==> src/rtl/bsg_blackparrot_link_cord_ctrl.sv <==
// Per-link y-coordinate and outstanding-request controller for a BlackParrot tile.
// A coordinate change waits until its channel has no requests in flight, then commits.
module bsg_blackparrot_link_cord_ctrl #(
  parameter int unsigned num_chan_p       = 3,
  parameter int unsigned y_cord_width_p   = 7,
  parameter int unsigned max_out_p        = 16,
  parameter int unsigned default_y_cord_p = 0,
  localparam int unsigned chan_w_lp       = (num_chan_p > 1) ? $clog2(num_chan_p) : 1
) (
  input  logic                                 clk_i,
  input  logic                                 reset_i,
  input  logic                                 cfg_v_i,
  input  logic [chan_w_lp-1:0]                 cfg_chan_i,
  input  logic [y_cord_width_p-1:0]            cfg_y_cord_i,
  output logic                                 cfg_ready_o,
  input  logic [num_chan_p-1:0]                req_v_i,
  input  logic [num_chan_p-1:0]                link_ready_i,
  output logic [num_chan_p-1:0]                req_ready_o,
  input  logic [num_chan_p-1:0]                resp_v_i,
  output logic [num_chan_p*y_cord_width_p-1:0] my_y_cord_o,
  output logic [num_chan_p-1:0]                active_o,
  output logic [num_chan_p-1:0]                err_o,
  output logic                                 busy_o
);

  localparam int unsigned cnt_w_lp = $clog2(max_out_p + 1);

  typedef enum logic [1:0] {
    ST_UNCFG  = 2'd0,
    ST_ACTIVE = 2'd1,
    ST_DRAIN  = 2'd2,
    ST_COMMIT = 2'd3
  } state_e;

  logic [num_chan_p-1:0] w_chan_open;
  logic [num_chan_p-1:0] w_busy;
  logic                  w_cfg_ready;

  // Only channels that exist and are not mid-transition can take a new coordinate.
  always_comb begin
    w_cfg_ready = 1'b0;
    for (int unsigned c = 0; c < num_chan_p; c++) begin
      if (cfg_chan_i == chan_w_lp'(c)) w_cfg_ready = w_chan_open[c];
    end
  end

  assign cfg_ready_o = w_cfg_ready;
  assign busy_o      = |w_busy;

  for (genvar c = 0; c < num_chan_p; c++) begin : g_chan
    state_e                    r_state;
    logic [cnt_w_lp-1:0]       r_cnt;
    logic [y_cord_width_p-1:0] r_cord;
    logic [y_cord_width_p-1:0] r_pend;
    logic                      r_err;
    logic                      w_req_ready;
    logic                      w_fire;
    logic                      w_cfg_fire;

    assign w_req_ready = (r_state == ST_ACTIVE) && link_ready_i[c]
                         && (r_cnt < cnt_w_lp'(max_out_p));
    assign w_fire      = req_v_i[c] & w_req_ready;
    assign w_cfg_fire  = cfg_v_i & w_cfg_ready & (cfg_chan_i == chan_w_lp'(c));

    assign w_chan_open[c] = (r_state == ST_UNCFG) || (r_state == ST_ACTIVE);
    assign w_busy[c]      = (r_state == ST_DRAIN) || (r_state == ST_COMMIT);
    assign req_ready_o[c] = w_req_ready;
    assign active_o[c]    = (r_state == ST_ACTIVE);
    assign err_o[c]       = r_err;
    assign my_y_cord_o[c*y_cord_width_p +: y_cord_width_p] = r_cord;

    always_ff @(posedge clk_i) begin
      if (reset_i) begin
        r_state <= ST_UNCFG;
        r_cnt   <= '0;
        r_err   <= 1'b0;
        r_cord  <= y_cord_width_p'(default_y_cord_p);
        r_pend  <= '0;
      end else begin
        case (r_state)
          ST_UNCFG: begin
            if (w_cfg_fire) begin
              r_pend  <= cfg_y_cord_i;
              r_state <= ST_COMMIT;
            end
          end
          ST_ACTIVE: begin
            if (w_cfg_fire) begin
              r_pend  <= cfg_y_cord_i;
              r_state <= ST_DRAIN;
            end
          end
          ST_DRAIN: begin
            if (r_cnt == '0) r_state <= ST_COMMIT;
          end
          ST_COMMIT: begin
            r_cord  <= r_pend;
            r_state <= ST_ACTIVE;
          end
          default: r_state <= ST_UNCFG;
        endcase

        // Outstanding count; a response with nothing outstanding is a sticky error.
        if (r_state == ST_UNCFG) begin
          if (resp_v_i[c]) r_err <= 1'b1;
        end else if (w_fire && !resp_v_i[c]) begin
          r_cnt <= r_cnt + cnt_w_lp'(1);
        end else if (!w_fire && resp_v_i[c]) begin
          if (r_cnt == '0) r_err <= 1'b1;
          else             r_cnt <= r_cnt - cnt_w_lp'(1);
        end
      end
    end
  end

endmodule

==> config.mk <==
export PLATFORM = sky130hd
export DESIGN_NAME = bsg_blackparrot_link_cord_ctrl
export DESIGN_NICKNAME = d
export VERILOG_FILES = /design/src/rtl/bsg_blackparrot_link_cord_ctrl.sv
export SDC_FILE = /design/constraint.sdc
export NUM_CORES = 1
export LEC_CHECK = 0
export CAP_MARGIN = 20
export CORE_AREA = 2 2 81 83
export DETAILED_ROUTE_END_ITERATION = 8
export DIE_AREA = 0 0 83 85
export PLACE_DENSITY = 0.78
export SLEW_MARGIN = 30
export SYNTH_ARGS = -nofsm -noshare
export SYNTH_HDL_FRONTEND = slang
export SYNTH_SLANG_ARGS = --single-unit
==> constraint.sdc <==
create_clock -name clk_i -period 3 [get_ports clk_i]
set_clock_uncertainty 0.05 [all_clocks]
set_input_delay 0.6 -clock clk_i [delete_from_list [all_inputs] [get_ports clk_i]]
set_output_delay 0.6 -clock clk_i [all_outputs]
set_load 0.005 [all_outputs]
==> impl_metrics.tcl <==
set metrics [dict create \
    run_status "complete, no violations" \
    synth_edf_count 0 \
    io-pin-count 53 \
    io_buffers 52 \
    gp_congestion 0.892 \
    drv_cap 0 \
    final_cell_mix "dfxtp_1 (66), nand2_1 (62), a21oi_1 (54)" \
    antenna_found_initial 0 \
    crit_path_start_kind "primary input" \
    max_freq_ghz 0.360 \
    synth_fp_nets 414 \
    yosys_warnings 0 \
    dpl.hpwl_um 4820 \
    p_leak_nw 1.47 \
    numCtsBuffers 9 \
    dp_cells 492 \
    die_x_um 83 \
    maxSlewHeadroom_pct 64.8 \
    viasPerCell 5.39 \
    tritoncts "yes" \
    die_area_um2 7060 \
    drt-total-wl_um 6640 \
    start_util_pct 51.3 \
    slew_violations 0 \
    area_delta_synth_final_pct 25.6 \
    drive_above_1_share_pct 9.98 \
    ys_ff_latch 66 \
    critPathKind "primary input to output port" \
    critical_path_required_ps 2350 \
    grt_max_degree 45 \
    pwr-share-comb_pct 11.9 \
    drt-pass1-iter-count 4 \
    route.detailed.wl_per_inst_um 13.1 \
    p_switching_w 0.000484 \
    clock_power_share_pct 42.2 \
    internal_power_w 0.00151 \
    cts_hold_buf 0 \
    placementRows 29 \
    ant_nets 0 \
    num_vias 2736 \
    synth_flop_cell "dfxtp_1" \
    synthCells 374 \
    worst_slew_pin_slew_ps 526 \
    yosysSeqAreaShare_pct 41.5 \
    min_path_type "register to register" \
    track_usage_pct 19.7 \
    drc 0 \
    finalHoldViolations 0 \
    first_global_vias 2624 \
    clock_latency_ps 340 \
    cts_root_buffer "clkbuf_8" \
    globalRouteOverflowTotal 0 \
    critPathMaxFanout 7 \
    cts-resized-gates 0 \
    power_density_nw_per_um2 498 \
    p_sw_share_pct 24.3 \
    drt_iter0_markers 124 \
    fill_cells 503 \
    cts.sinks 66 \
    grt_setup_unrepaired "no" \
    fin_crit_ps 2780 \
    vdd_drop_max_v 0.000267 \
    post-route-period-util_pct 92.6 \
    grt_pass1_wl_um 11600 \
    synth_area_per_cell_um2 8.51 \
    rr_worst_depth 11 \
    endpoint_kind "output port" \
    syn-cell-area_um2 3180 \
    antennaDiodeCount 0 \
    min_path_cells 2 \
    layout_commonest_cell "dfxtp_1" \
    total_power_w 0.00199 \
    crit_arrival_ps 2130 \
    finalNonFillerCells 508 \
    die_height_um 85 \
    finalSetupViolations 0 \
    nNetsFinal 466 \
    synthArstFlopShare_pct 0 \
    clockBufferDepth 2 \
    cts_setup_buffers 0 \
    cts_max_level 3 \
    ys_types 47 \
    core_um2 6200 \
    power_frac_seq_pct 45.9 \
    cts.reportedPaths.clkPinSlew_ps 80 \
]
==> metrics by stage <==
stage	cell area, um2	utilization [%]	TNS [ps]	hold slack (ps)	setup slack [ps]
floorplan	3180	-	0	387	504
global placement	3770	60.7	0	392	72.9
detailed placement	3770	60.7	-35.7	396	-35.7
CTS	4000	64.4	0	406	231
global route	4000	64.4	0	425	151
finish	4000	64.4	0	405	221
==> worst paths after layout <==
path / start / end / slack, ps
setup / recovery: cfg_chan_i[0] / cfg_ready_o / 220
hold reg to reg: g_chan[0].r_cord[3] / g_chan[0].r_cord[3] / 400
hold / removal: g_chan[0].r_cord[3] / g_chan[0].r_cord[3] / 400
setup reg to reg: g_chan[0].r_state[0] / g_chan[0].r_cnt[4] / 460
==> final cells by class <==
cell class | instances | area [um2] | area share (%)
Clock inverter | 6 | 90.1 | 2.25
Clock buffer | 10 | 138 | 3.45
Timing Repair Buffer | 64 | 606 | 15.2
Tap cell | 77 | 96.3 | 2.41
Inverter | 17 | 63.8 | 1.60
Sequential cell | 66 | 1320 | 33.1
Multi-Input combinational cell | 268 | 1680 | 42.1
==> synthesized netlist by cell type (3+ instances only) <==
| master | count | share of area [%] |
|---|---|---|
| a211oi_1 | 7 | 1.7 |
| buf_2 | 3 | 0.47 |
| xnor2_1 | 9 | 2.5 |
| nand3_1 | 29 | 4.6 |
| clkbuf_1 | 9 | 1.1 |
| nand3b_1 | 3 | 0.71 |
| inv_1 | 17 | 2.0 |
| buf_1 | 4 | 0.47 |
| mux2i_1 | 11 | 3.5 |
| a311oi_1 | 3 | 0.83 |
| nand2b_1 | 4 | 0.79 |
| buf_4 | 7 | 1.7 |
| nand2_1 | 62 | 7.3 |
| and3_1 | 6 | 1.2 |
| fa_1 | 3 | 1.9 |
| nor2_1 | 25 | 2.9 |
| dfxtp_1 | 66 | 42 |
| a21oi_1 | 54 | 8.5 |
| ha_1 | 16 | 6.3 |
==> cells by family (layout without fill, tap and decap cells) <==
logic type | after synthesis | in the layout | share of synthesized area (%)
compound gates | 83 | 83 | 16.0
buf+inv | 40 | 97 | 5.66
simple gates | 146 | 146 | 22.7
flops | 66 | 66 | 41.5
fa+ha+maj | 19 | 19 | 8.18
xor+xnor | 9 | 9 | 2.48
mux | 11 | 11 | 3.46
==> critical path: stages <==
cell,delay (ps)
clkdlybuf4s50_1,540
nor2_1,190
a21oi_1,60
o22ai_1,190
clkdlybuf4s50_1,540
==> power groups by stage <==
stage | combinational, W | sequential [W] | clock [W]
floorplan | 0.000147 | 0.000934 | 0
global placement | 0.000231 | 0.000934 | 0
detailed placement | 0.000235 | 0.000935 | 0
CTS | 0.000236 | 0.000915 | 0.000854
global route | 0.000264 | 0.000917 | 0.000884
finish | 0.000236 | 0.000915 | 0.000840
==> layer usage <==
metal	share of wire (%)	global-route usage (%)	wire length [um]	vias to the layer above
met2	47	32.6	3120	61
met1	45	24.5	3020	1273
met3	5.6	4.96	372	13
li1	-	-	-	1389
met5	0	0	0	-
met4	1.9	8.64	127	0
==> state kept, by name (all words and copies together), names as in the netlist <==
name,flops
g_chan.r_pend,21
g_chan.r_err,3
g_chan.r_cord,21
g_chan.r_state,6
g_chan.r_cnt,15
Note: power is estimated with default switching activity, not from simulation.
